--- src/rtl/pipeline_hazard_controller_pkg.sv ---
`default_nettype none
// ============================================================================
//  Module      : hazard_pkg
//  Description : Shared types and helpers for the RV32I pipeline hazard
//                controller: forwarding select encoding, FSM state encoding,
//                the load result-select code and a register-match helper.
//  Revision    : 1.0  initial release
// ============================================================================
package hazard_pkg;

    // E-stage operand source select
    typedef enum logic [1:0] {
        FWD_RF = 2'b00,
        FWD_W  = 2'b01,
        FWD_M  = 2'b10
    } fwd_sel_t;

    // Memory-wait sequencer states
    typedef enum logic [0:0] {
        HZ_RUN      = 1'b0,
        HZ_MEM_WAIT = 1'b1
    } hz_state_t;

    // iResultSrcE code identifying a load in E
    localparam logic [1:0] RESULT_SRC_LOAD = 2'b01;

    // True when a writing stage targets rs. x0 is hard-wired zero and
    // never produces a dependency.
    function automatic logic reg_match(input logic       we,
                                       input logic [4:0] rd,
                                       input logic [4:0] rs);
        return we && (rd != 5'd0) && (rd == rs);
    endfunction

endpackage
`default_nettype wire

--- src/rtl/pipeline_hazard_controller_if.sv ---
`default_nettype none
// ============================================================================
//  Module      : pipeline_hazard_controller_if
//  Description : Bundles the pipeline-side hazard inputs and the controller's
//                stall/flush/forward/status outputs.
//                master : pipeline datapath (drives i*, reads o*)
//                slave  : hazard controller (reads i*, drives o*)
//  Ports       : none (signal bundle only); CNT_W sizes the perf counters
//  Revision    : 1.0  initial release
// ============================================================================
interface pipeline_hazard_controller_if
    import hazard_pkg::*;
#(
    parameter int CNT_W = 32
);
    logic [4:0]       iRs1D;
    logic [4:0]       iRs2D;
    logic [4:0]       iRs1E;
    logic [4:0]       iRs2E;
    logic [4:0]       iRdE;
    logic [1:0]       iResultSrcE;
    logic             iPCSrcE;
    logic             iRegWriteM;
    logic [4:0]       iRdM;
    logic             iRegWriteW;
    logic [4:0]       iRdW;
    logic             iMemReqM;
    logic             iMemReadyM;

    logic             oStallF;
    logic             oStallD;
    logic             oStallE;
    logic             oStallM;
    logic             oFlushD;
    logic             oFlushE;
    logic             oFlushW;
    fwd_sel_t         oForwardAE;
    fwd_sel_t         oForwardBE;
    logic             oMemTimeout;
    logic [CNT_W-1:0] oStallCycles;
    logic [CNT_W-1:0] oFlushCount;

    modport master (
        output iRs1D, iRs2D, iRs1E, iRs2E, iRdE, iResultSrcE, iPCSrcE,
               iRegWriteM, iRdM, iRegWriteW, iRdW, iMemReqM, iMemReadyM,
        input  oStallF, oStallD, oStallE, oStallM, oFlushD, oFlushE, oFlushW,
               oForwardAE, oForwardBE, oMemTimeout, oStallCycles, oFlushCount
    );

    modport slave (
        input  iRs1D, iRs2D, iRs1E, iRs2E, iRdE, iResultSrcE, iPCSrcE,
               iRegWriteM, iRdM, iRegWriteW, iRdW, iMemReqM, iMemReadyM,
        output oStallF, oStallD, oStallE, oStallM, oFlushD, oFlushE, oFlushW,
               oForwardAE, oForwardBE, oMemTimeout, oStallCycles, oFlushCount
    );

endinterface
`default_nettype wire

--- src/rtl/pipeline_hazard_controller_fwd.sv ---
`default_nettype none
// ============================================================================
//  Module      : forwarding_unit
//  Description : E-stage forwarding select for one source operand.
//                M-stage result has priority over W-stage result.
//  Ports       : iRs        in  5  source register of the operand in E
//                iRegWriteM in  1  M writes the register file
//                iRdM       in  5  M destination
//                iRegWriteW in  1  W writes the register file
//                iRdW       in  5  W destination
//                oForward   out 2  FWD_M / FWD_W / FWD_RF
//  Revision    : 1.0  initial release
// ============================================================================
module forwarding_unit
    import hazard_pkg::*;
(
    input  wire logic [4:0] iRs,
    input  wire logic       iRegWriteM,
    input  wire logic [4:0] iRdM,
    input  wire logic       iRegWriteW,
    input  wire logic [4:0] iRdW,
    output fwd_sel_t        oForward
);

    always_comb begin
        oForward = FWD_RF;
        if (reg_match(iRegWriteM, iRdM, iRs)) begin
            oForward = FWD_M;
        end else if (reg_match(iRegWriteW, iRdW, iRs)) begin
            oForward = FWD_W;
        end
    end

endmodule
`default_nettype wire

--- src/rtl/pipeline_hazard_controller.sv ---
`default_nettype none
// ============================================================================
//  Module      : pipeline_hazard_controller
//  Description : Hazard and sequencing controller for the 5-stage RV32I pipe.
//                Generates stall/flush controls, E-stage forwarding selects,
//                a memory-wait freeze with sticky timeout flag, and saturating
//                stall-cycle / flush performance counters.
//  Ports       : iClk  in  clock (rising edge)
//                iRst  in  asynchronous active-high reset
//                hz    slave modport: hazard inputs in, controls/status out
//  Revision    : 1.0  initial release
// ============================================================================
module pipeline_hazard_controller
    import hazard_pkg::*;
#(
    parameter int CNT_W       = 32,
    parameter int MEM_TIMEOUT = 255
)(
    input  wire logic                    iClk,
    input  wire logic                    iRst,
    pipeline_hazard_controller_if.slave  hz
);

    localparam int                  c_WAIT_W  = (MEM_TIMEOUT < 2) ? 1 : $clog2(MEM_TIMEOUT + 1);
    localparam logic [c_WAIT_W-1:0] c_TIMEOUT = c_WAIT_W'(MEM_TIMEOUT);
    localparam logic [CNT_W-1:0]    c_CNT_MAX = {CNT_W{1'b1}};

    hz_state_t           r_state;
    hz_state_t           w_state_next;
    logic [c_WAIT_W-1:0] r_wait_cnt;
    logic [c_WAIT_W-1:0] w_wait_inc;
    logic                r_timeout;
    logic [CNT_W-1:0]    r_stall_cnt;
    logic [CNT_W-1:0]    r_flush_cnt;

    fwd_sel_t            w_fwd_a;
    fwd_sel_t            w_fwd_b;
    logic                w_lu;
    logic                w_ms;
    logic                w_stall_f;
    logic                w_stall_d;
    logic                w_stall_em;
    logic                w_flush_d;
    logic                w_flush_e;
    logic                w_flush_w;

    forwarding_unit u_fwd_a (
        .iRs        (hz.iRs1E),
        .iRegWriteM (hz.iRegWriteM),
        .iRdM       (hz.iRdM),
        .iRegWriteW (hz.iRegWriteW),
        .iRdW       (hz.iRdW),
        .oForward   (w_fwd_a)
    );

    forwarding_unit u_fwd_b (
        .iRs        (hz.iRs2E),
        .iRegWriteM (hz.iRegWriteM),
        .iRdM       (hz.iRdM),
        .iRegWriteW (hz.iRegWriteW),
        .iRdW       (hz.iRdW),
        .oForward   (w_fwd_b)
    );

    assign w_lu = (hz.iResultSrcE == RESULT_SRC_LOAD) && (hz.iRdE != 5'd0) &&
                  ((hz.iRdE == hz.iRs1D) || (hz.iRdE == hz.iRs2D));

    // Mealy memory stall: the freeze applies in the very cycle memory is not ready
    assign w_ms = ((r_state == HZ_RUN)      && hz.iMemReqM && !hz.iMemReadyM) ||
                  ((r_state == HZ_MEM_WAIT) && !hz.iMemReadyM);

    assign w_wait_inc = r_wait_cnt + c_WAIT_W'(1);

    // Next state and stall/flush priority: reset > memory stall > branch > load-use.
    // A branch squashes the load-use pair, and a memory freeze holds E so both
    // resolve once the freeze lifts.
    always_comb begin
        w_state_next = r_state;
        w_stall_f    = 1'b0;
        w_stall_d    = 1'b0;
        w_stall_em   = 1'b0;
        w_flush_d    = 1'b0;
        w_flush_e    = 1'b0;
        w_flush_w    = 1'b0;

        case (r_state)
            HZ_RUN:      if (hz.iMemReqM && !hz.iMemReadyM) w_state_next = HZ_MEM_WAIT;
            HZ_MEM_WAIT: if (hz.iMemReadyM)                 w_state_next = HZ_RUN;
            default:     w_state_next = HZ_RUN;
        endcase

        if (iRst) begin
            w_flush_d = 1'b1;
            w_flush_e = 1'b1;
        end else if (w_ms) begin
            w_stall_f  = 1'b1;
            w_stall_d  = 1'b1;
            w_stall_em = 1'b1;
            w_flush_w  = 1'b1;
        end else if (hz.iPCSrcE) begin
            w_flush_d = 1'b1;
            w_flush_e = 1'b1;
        end else if (w_lu) begin
            w_stall_f = 1'b1;
            w_stall_d = 1'b1;
            w_flush_e = 1'b1;
        end
    end

    always_ff @(posedge iClk or posedge iRst) begin
        if (iRst) begin
            r_state     <= HZ_RUN;
            r_wait_cnt  <= '0;
            r_timeout   <= 1'b0;
            r_stall_cnt <= '0;
            r_flush_cnt <= '0;
        end else begin
            r_state <= w_state_next;

            // Wait counter holds at the threshold so it never wraps during a long wait
            if ((r_state == HZ_RUN) && (w_state_next == HZ_MEM_WAIT)) begin
                r_wait_cnt <= '0;
            end else if ((r_state == HZ_MEM_WAIT) && (r_wait_cnt != c_TIMEOUT)) begin
                r_wait_cnt <= w_wait_inc;
            end

            if ((r_state == HZ_MEM_WAIT) && (w_wait_inc == c_TIMEOUT)) begin
                r_timeout <= 1'b1;
            end

            if (w_stall_f && (r_stall_cnt != c_CNT_MAX)) begin
                r_stall_cnt <= r_stall_cnt + CNT_W'(1);
            end

            if (!w_ms && hz.iPCSrcE && (r_flush_cnt != c_CNT_MAX)) begin
                r_flush_cnt <= r_flush_cnt + CNT_W'(1);
            end
        end
    end

    assign hz.oStallF      = w_stall_f;
    assign hz.oStallD      = w_stall_d;
    assign hz.oStallE      = w_stall_em;
    assign hz.oStallM      = w_stall_em;
    assign hz.oFlushD      = w_flush_d;
    assign hz.oFlushE      = w_flush_e;
    assign hz.oFlushW      = w_flush_w;
    assign hz.oForwardAE   = iRst ? FWD_RF : w_fwd_a;
    assign hz.oForwardBE   = iRst ? FWD_RF : w_fwd_b;
    assign hz.oMemTimeout  = r_timeout;
    assign hz.oStallCycles = r_stall_cnt;
    assign hz.oFlushCount  = r_flush_cnt;

endmodule
`default_nettype wire

--- src/flat_wrapper.sv ---
// flat-port wrapper written by rule: the top's interface ports become plain ports
module pipeline_hazard_controller_flat import hazard_pkg::*;
#(
    parameter int CNT_W       = 32,
    parameter int MEM_TIMEOUT = 255
)
  (iClk, iRst, hz_iRs1D, hz_iRs2D, hz_iRs1E, hz_iRs2E, hz_iRdE, hz_iResultSrcE, hz_iPCSrcE, hz_iRegWriteM, hz_iRdM, hz_iRegWriteW, hz_iRdW, hz_iMemReqM, hz_iMemReadyM, hz_oStallF, hz_oStallD, hz_oStallE, hz_oStallM, hz_oFlushD, hz_oFlushE, hz_oFlushW, hz_oForwardAE, hz_oForwardBE, hz_oMemTimeout, hz_oStallCycles, hz_oFlushCount);
  pipeline_hazard_controller_if #(.CNT_W(CNT_W)) hz_i ();
  input  wire logic iClk;
  input  wire logic iRst;
  input wire logic [$bits(hz_i.iRs1D)-1:0] hz_iRs1D;
  input wire logic [$bits(hz_i.iRs2D)-1:0] hz_iRs2D;
  input wire logic [$bits(hz_i.iRs1E)-1:0] hz_iRs1E;
  input wire logic [$bits(hz_i.iRs2E)-1:0] hz_iRs2E;
  input wire logic [$bits(hz_i.iRdE)-1:0] hz_iRdE;
  input wire logic [$bits(hz_i.iResultSrcE)-1:0] hz_iResultSrcE;
  input wire logic [$bits(hz_i.iPCSrcE)-1:0] hz_iPCSrcE;
  input wire logic [$bits(hz_i.iRegWriteM)-1:0] hz_iRegWriteM;
  input wire logic [$bits(hz_i.iRdM)-1:0] hz_iRdM;
  input wire logic [$bits(hz_i.iRegWriteW)-1:0] hz_iRegWriteW;
  input wire logic [$bits(hz_i.iRdW)-1:0] hz_iRdW;
  input wire logic [$bits(hz_i.iMemReqM)-1:0] hz_iMemReqM;
  input wire logic [$bits(hz_i.iMemReadyM)-1:0] hz_iMemReadyM;
  output wire logic [$bits(hz_i.oStallF)-1:0] hz_oStallF;
  output wire logic [$bits(hz_i.oStallD)-1:0] hz_oStallD;
  output wire logic [$bits(hz_i.oStallE)-1:0] hz_oStallE;
  output wire logic [$bits(hz_i.oStallM)-1:0] hz_oStallM;
  output wire logic [$bits(hz_i.oFlushD)-1:0] hz_oFlushD;
  output wire logic [$bits(hz_i.oFlushE)-1:0] hz_oFlushE;
  output wire logic [$bits(hz_i.oFlushW)-1:0] hz_oFlushW;
  output wire logic [$bits(hz_i.oForwardAE)-1:0] hz_oForwardAE;
  output wire logic [$bits(hz_i.oForwardBE)-1:0] hz_oForwardBE;
  output wire logic [$bits(hz_i.oMemTimeout)-1:0] hz_oMemTimeout;
  output wire logic [$bits(hz_i.oStallCycles)-1:0] hz_oStallCycles;
  output wire logic [$bits(hz_i.oFlushCount)-1:0] hz_oFlushCount;
  assign hz_i.iRs1D = hz_iRs1D;
  assign hz_i.iRs2D = hz_iRs2D;
  assign hz_i.iRs1E = hz_iRs1E;
  assign hz_i.iRs2E = hz_iRs2E;
  assign hz_i.iRdE = hz_iRdE;
  assign hz_i.iResultSrcE = hz_iResultSrcE;
  assign hz_i.iPCSrcE = hz_iPCSrcE;
  assign hz_i.iRegWriteM = hz_iRegWriteM;
  assign hz_i.iRdM = hz_iRdM;
  assign hz_i.iRegWriteW = hz_iRegWriteW;
  assign hz_i.iRdW = hz_iRdW;
  assign hz_i.iMemReqM = hz_iMemReqM;
  assign hz_i.iMemReadyM = hz_iMemReadyM;
  assign hz_oStallF = hz_i.oStallF;
  assign hz_oStallD = hz_i.oStallD;
  assign hz_oStallE = hz_i.oStallE;
  assign hz_oStallM = hz_i.oStallM;
  assign hz_oFlushD = hz_i.oFlushD;
  assign hz_oFlushE = hz_i.oFlushE;
  assign hz_oFlushW = hz_i.oFlushW;
  assign hz_oForwardAE = hz_i.oForwardAE;
  assign hz_oForwardBE = hz_i.oForwardBE;
  assign hz_oMemTimeout = hz_i.oMemTimeout;
  assign hz_oStallCycles = hz_i.oStallCycles;
  assign hz_oFlushCount = hz_i.oFlushCount;
  pipeline_hazard_controller #(.CNT_W(CNT_W), .MEM_TIMEOUT(MEM_TIMEOUT)) u_core (.iClk(iClk), .iRst(iRst), .hz(hz_i));
endmodule
--- config.mk ---
export PLATFORM = sky130hd
export DESIGN_NAME = pipeline_hazard_controller_flat
export DESIGN_NICKNAME = d
export VERILOG_FILES = /design/src/rtl/pipeline_hazard_controller_pkg.sv /design/src/rtl/pipeline_hazard_controller_if.sv /design/src/rtl/pipeline_hazard_controller_fwd.sv /design/src/rtl/pipeline_hazard_controller.sv /design/src/flat_wrapper.sv
export SDC_FILE = /design/constraint.sdc
export NUM_CORES = 1
export LEC_CHECK = 0
export ABC_AREA = 1
export CORE_MARGIN = 2
export CORE_UTILIZATION = 36
export DETAILED_ROUTE_END_ITERATION = 10
export GPL_ROUTABILITY_DRIVEN = 0
export PLACE_DENSITY_LB_ADDON = 0.1
export SLEW_MARGIN = 15
export SYNTH_ARGS = -nofsm -noshare
export SYNTH_HDL_FRONTEND = slang
export SYNTH_SLANG_ARGS = --single-unit
--- constraint.sdc ---
create_clock -name iClk -period 3.3 [get_ports iClk]
set_input_delay 0.495 -clock iClk [delete_from_list [all_inputs] [get_ports iClk]]
set_output_delay 0.495 -clock iClk [all_outputs]
set_load 0.05 [all_outputs]
==> impl_metrics.yaml, run 1 <==
cts:
  clock-sinks: 74
  cts_tree: "done"
  insertion_delay_ns: 0.34
  ctsHoldBuffers: 0
  root_buffer: "clkbuf_16"
  cts_inserted_buffers: 9
  ctsResizeCount: 0
  clockBufferDepth: 2
  clk_pin_slew_ns: 0.06
  cts-htree-levels: 3
  postCtsSetupBuffers: 0
cells_and_area:
  antenna_cells: 0
  final_cell_count_no_fill: 1082
  area_growth_pct: 31.73
  regArea_um2: 1852
  fillers: 1488
  multiInputGateArea_um2: 3040
  drive_above_1_share_pct: 4.900
  nets: 941
die:
  die_area_um2: 15580
  coreArea_um2: 14420
  initial_core_util_pct: 36.44
  die_h_um: 124.8
  die_w_um: 124.8
  num_rows: 44
  io_pins: 120
yosys:
  ys_seq_area_share_pct: 35.23
  synth_top_area_share_pct: 35.23
  synth-edff-count: 0
  synth_flop_cell: "dfrtp_1"
  synth_seq_cells: 74
  async_flop_share_pct: 100.0
  yosys.area.top_type: "dfrtp_1"
  synth_area_um2: 5256
  synth_common_cells: "295 x nand2_1, 108 x nor2_1, 74 x dfrtp_1"
  synth_nets: 825
  yosys.cell_count.top_type: "nand2_1"
  avgSynthCellArea_um2: 6.765
  synth.distinct_cells: 34
  netlist_top_cells_area: "dfrtp_1 35%, nand2_1 21%, nor2_1 7.7%"
  synth-warning-count: 0
  netlist_instances: 777
placed_design:
  place_ws_ns: 0.2680
  hpwlAfterDp_mm: 11.58
  port_buffers: 119
  dp_cells: 1066
sta:
  tightest_slew_ns: 0.5479
  worst_slack_ns: 0.2113
  period_share_pct: 93.60
  drv_slew: 0
  clock.fmax_mhz: 323.8
  setup_violations: 0
  slew-limit-headroom_pct: 63.59
  fin_tns_setup_ns: 0
  rsz0062_at_grt: "false"
  hold_viol_final: 0
  period_needed_ns: 3.089
  fin_skew_ns: 0.006758
detailed_routing:
  top_layer: "met4"
  first_pass_iters: 5
  wl_met1_mm: 6.733
  avgViaCountPerCell: 4.990
  vias: 5399
  initialDrtViolationCount: 324
  ant_nets: 0
  route.detailed.drc: 0
  wl_mm: 15.35
  wire_per_inst_um: 14.19
  wl_met2_mm: 7.397
  met3_length_um: 846
critical_path:
  worst_ep_required_time_ns: 2.80
  crit_family: "buffers and inverters"
  worst_setup_path_start_kind: "input port"
  cpMaxStageDelayCell: "clkdlybuf4s50_1"
  worstSetupPathType: "in -> out"
  path_max_fanout: 3
  cp.arrival_ns: 2.59
  crit_chain: "clkdlybuf4s50_1, or2_2, o41ai_1, inv_1, nand3_1, nor2_1, clkdlybuf4s50_1"
  critPathMaxStageDelay_ns: 0.71
  rr_worst_depth: 10
  critPathBufInv: 3
  worst_path_most_repeated_cell: "clkdlybuf4s50_1"
  crit_cells: 7
  cp-end-kind: "output pin"
global_route:
  grt.total_usage_pct: 20.04
  antenna_found_initial: 0
  grt_pass1_wl_mm: 25.50
  grt_pass1_vias: 5248
  grt_max_degree: 59
  overflow: 0
power_and_ir_drop:
  power_w: 0.003078
  p_comb_share_pct: 29.9
  peakVddDrop_uv: 220.7
  powerDensity_nw_per_um2: 444.6
  power_frac_seq_pct: 37.5
  swShare_pct: 37.16
  intPower_w: 0.001934
  pwr-share-clk_pct: 32.6
  p_sw_w: 0.001144
  p_leak_nw: 3.073
outcome:
  run_status: "complete, no violations"
worst_hold_path:
  whs_path_depth: 1
  hold_path_class: "reg -> reg"
run:
  maxCapViolCount: 0
## state kept, by name, indices dropped and copies added (netlist names)
register and count:
u_core.r_state 1, u_core.hz.oStallCycles 32, u_core.hz.oMemTimeout 1, u_core.hz.oFlushCount 32
u_core.r_wait_cnt 8
## cell families after synthesis
logic type      Yosys count  share of synthesized area (%)
flops                    74                          35.23
fa+ha+maj                 4                         0.9522
compound gates           31                          3.309
simple gates            520                          42.92
xor+xnor                 64                          10.66
buf+inv                  84                          6.927
## path summary, 6_finish.rpt
check / slack [ns] / to / from
setup / recovery: 0.21 / hz_oForwardAE[0] / hz_iRdW[0]
setup reg to reg: 0.78 / u_core.hz.oStallCycles[11] / u_core.hz.oStallCycles[0]
hold reg to reg: 0.50 / u_core.hz.oMemTimeout / u_core.hz.oMemTimeout
hold / removal: 0.50 / u_core.hz.oMemTimeout / u_core.hz.oMemTimeout
max in group asynchronous: 1.92 / u_core.hz.oFlushCount[27] / iRst
min in group asynchronous: 0.74 / u_core.hz.oStallCycles[3] / iRst
## power by group through the flow
| stage | combinational [W] | clock [W] | sequential (W) |
|---|---|---|---|
| 2_1_floorplan | 0.000330 | 0 | 0.00142 |
| 3_3_place_gp | 0.000913 | 0 | 0.00117 |
| 3_5_place_dp | 0.000925 | 0 | 0.00117 |
| 4_1_cts | 0.000929 | 0.00104 | 0.00115 |
| 5_1_grt | 0.00100 | 0.00108 | 0.00118 |
| 6_report | 0.000921 | 0.00100 | 0.00115 |
## metal layers
metal  GRT usage, %  vias up
met5              0        -
met4          7.516        0
met1          24.95     2500
li1               -     2714
met2          33.88      162
met3          4.639       23
## area by class of cell
type,count,area share (%)
Timing Repair Buffer,125,18.25
Inverter,64,3.469
Tap cell,184,3.325
Clock buffer,12,3.560
Sequential cell,74,26.74
Multi-Input combinational cell,619,43.91
Clock inverter,4,0.7409
## metrics by stage
step | area (um2) | util, % | hold slack (ns)
finish | 6924 | 48.00 | 0.5020
floorplan | 5256 | - | 0.5151
CTS | 6924 | 48.00 | 0.5109
global placement | 6626 | 45.94 | 0.4802
detailed placement | 6626 | 45.94 | 0.4925
global route | 6924 | 48.00 | 0.5190
## cell usage in the layout, fill, tap and decap left out, drive strengths merged, types with 19 or more instances in the layout
cell           synthesis  final
xnor2                 19     19
clkdlybuf4s50          0    115
nand3                 27     27
nand2                298    298
nand4                 43     43
o21ai                 23     23
nor2                 115    115
inv                   63     63
dfrtp                 74     74
xor2                  45     45
(Power assumes the default switching activity.)
==> run 2: changes to the inputs <==
--- a/config.mk
+++ b/config.mk
@@ -10,7 +10,8 @@
 export CORE_UTILIZATION = 36
 export DETAILED_ROUTE_END_ITERATION = 10
 export GPL_ROUTABILITY_DRIVEN = 0
-export PLACE_DENSITY_LB_ADDON = 0.1
+export PLACE_DENSITY = 0.58
+export SETUP_SLACK_MARGIN = 0.02
 export SLEW_MARGIN = 15
 export SYNTH_ARGS = -nofsm -noshare
 export SYNTH_HDL_FRONTEND = slang
==> impl_metrics.yaml, run 2 (same netlist as run 1, synthesis figures left out) <==
global_route:
  grt_max_degree: 43
  grt.total_usage_pct: 19.90
  grt_pass1_vias: 5142
  overflow: 0
  grt_pass1_wl_mm: 25.12
  antenna_found_initial: 0
die:
  die_area_um2: 15580
  initial_core_util_pct: 36.44
  num_rows: 44
  io_pins: 120
  coreArea_um2: 14420
  die_w_um: 124.8
  die_h_um: 124.8
cells_and_area:
  drive_above_1_share_pct: 5.333
  layout_commonest_cell: "nand2_1"
  nets: 943
  final_cell_mix: "295 x nand2_1, 114 x clkdlybuf4s50_1, 108 x nor2_1"
  area_growth_pct: 31.92
  antenna_cells: 0
  final_cell_count_no_fill: 1084
placed_design:
  hpwlAfterDp_mm: 11.26
  dp_cells: 1068
  port_buffers: 119
cts:
  clk_pin_slew_ns: 0.06
  clock-sinks: 74
  ctsResizeCount: 0
  cts_tree: "done"
  clockBufferDepth: 2
  ctsHoldBuffers: 0
  cts-htree-levels: 3
  postCtsSetupBuffers: 0
  cts_inserted_buffers: 9
  insertion_delay_ns: 0.35
  root_buffer: "clkbuf_16"
sta:
  fin_skew_ns: 0.01144
  clock.fmax_mhz: 334.5
  period_share_pct: 90.58
  tightest_slew_ns: 0.6018
  setup_violations: 0
  slew-limit-headroom_pct: 59.83
  drv_slew: 0
  period_needed_ns: 2.989
  rsz0062_at_grt: "false"
  hold_viol_final: 0
  fin_tns_setup_ns: 0
outcome:
  run_status: "complete, no violations"
power_and_ir_drop:
  p_leak_nw: 3.085
  peakVddDrop_uv: 343.0
  powerDensity_nw_per_um2: 443.2
worst_hold_path:
  hold_path_class: "reg -> reg"
  worstHoldEndpoint: "u_core.hz.oMemTimeout"
  min_from: "u_core.hz.oMemTimeout"
  whs_path_depth: 1
detailed_routing:
  vias: 5283
  initialDrtViolationCount: 347
  first_pass_iters: 5
  wire_per_inst_um: 13.84
  ant_nets: 0
  avgViaCountPerCell: 4.874
  wl_mm: 15.00
  route.detailed.drc: 0
critical_path:
  worst_ep_required_time_ns: 2.80
  path_max_fanout: 4
  rr_worst_depth: 10
  reg2reg_to: "u_core.hz.oStallCycles[15]"
  worstSetupPathType: "in -> out"
  crit_start: "hz_iRdW[3]"
  cp.arrival_ns: 2.49
  regToRegSetupSlack_ns: 1.09
  cp-end-kind: "output pin"
  reg2reg_from: "u_core.r_state"
  worst_setup_path_start_kind: "input port"
run:
  maxCapViolCount: 0
-- run 2: cell count changes in the layout (fill, tap and decap cells not counted), sizes merged --
cell and change:
buf +3, clkinv +2, clkdlybuf4s50 -1, clkbuf -2
-- run 2: how the worst max path moves through the flow --
stage               slack [ns]               end
finish                    0.31  hz_oForwardBE[0]
global route              0.21  hz_oForwardBE[0]
CTS                       0.32  hz_oForwardBE[0]
detailed placement        0.31  hz_oForwardBE[0]
global placement          0.32  hz_oForwardBE[0]
floorplan                 0.38        hz_oStallF
-- run 2: critical path, cell delays in order --
cell and delay [ns]:
clkdlybuf4s50_1 0.49, xor2_1 0.19, nor4_1 0.30, nand3_1 0.11
nor2_1 0.09, clkdlybuf4s50_1 0.82
-- run 2: final cells by class --
class	instances	area, um2
fill	1496	7490
sequential	74	1852
inverter	64	241.5
tap	184	230.2
clock buffer	10	229.0
timing repair buffer	127	1276
clock inverter	6	65.06
multi-input combinational	619	3040
-- run 2: power breakdown --
part	internal [W]	switching [W]
clock	0.000587	0.000411
combinational	0.000322	0.000597
sequential	0.00101	0.000149
-- run 2: per-stage QoR --
step	util, %	cell area (um2)	hold slack, ns	setup WS (ns)	total power (W)
floorplan	-	5256	0.5151	0.3831	0.001747
global placement	46.04	6640	0.4588	0.3155	0.002090
detailed placement	46.04	6640	0.4667	0.3057	0.002094
CTS	48.07	6934	0.4841	0.3153	0.003117
global route	48.07	6934	0.4923	0.2074	0.003237
finish	48.07	6934	0.4793	0.3107	0.003073
-- run 2: metal layers --
metal / track usage [%] / part of all wire (%) / up-vias
met1: 24.80 / 45 / 2386
met2: 32.75 / 46 / 170
met4: 6.471 / 2.0 / 0
met5: 0 / 0 / -
met3: 6.400 / 7.3 / 20
li1: - / - / 2707
==> run 3: changes to the inputs <==
--- a/config.mk
+++ b/config.mk
@@ -8,8 +8,8 @@
 export ABC_AREA = 1
 export CORE_MARGIN = 2
 export CORE_UTILIZATION = 36
+export CTS_CLUSTER_SIZE = 28
 export DETAILED_ROUTE_END_ITERATION = 10
-export GPL_ROUTABILITY_DRIVEN = 0
 export PLACE_DENSITY = 0.58
 export SETUP_SLACK_MARGIN = 0.02
 export SLEW_MARGIN = 15
==> results of run 3 <==
The final DEF is identical to that of run 2; final timing and power are the same.
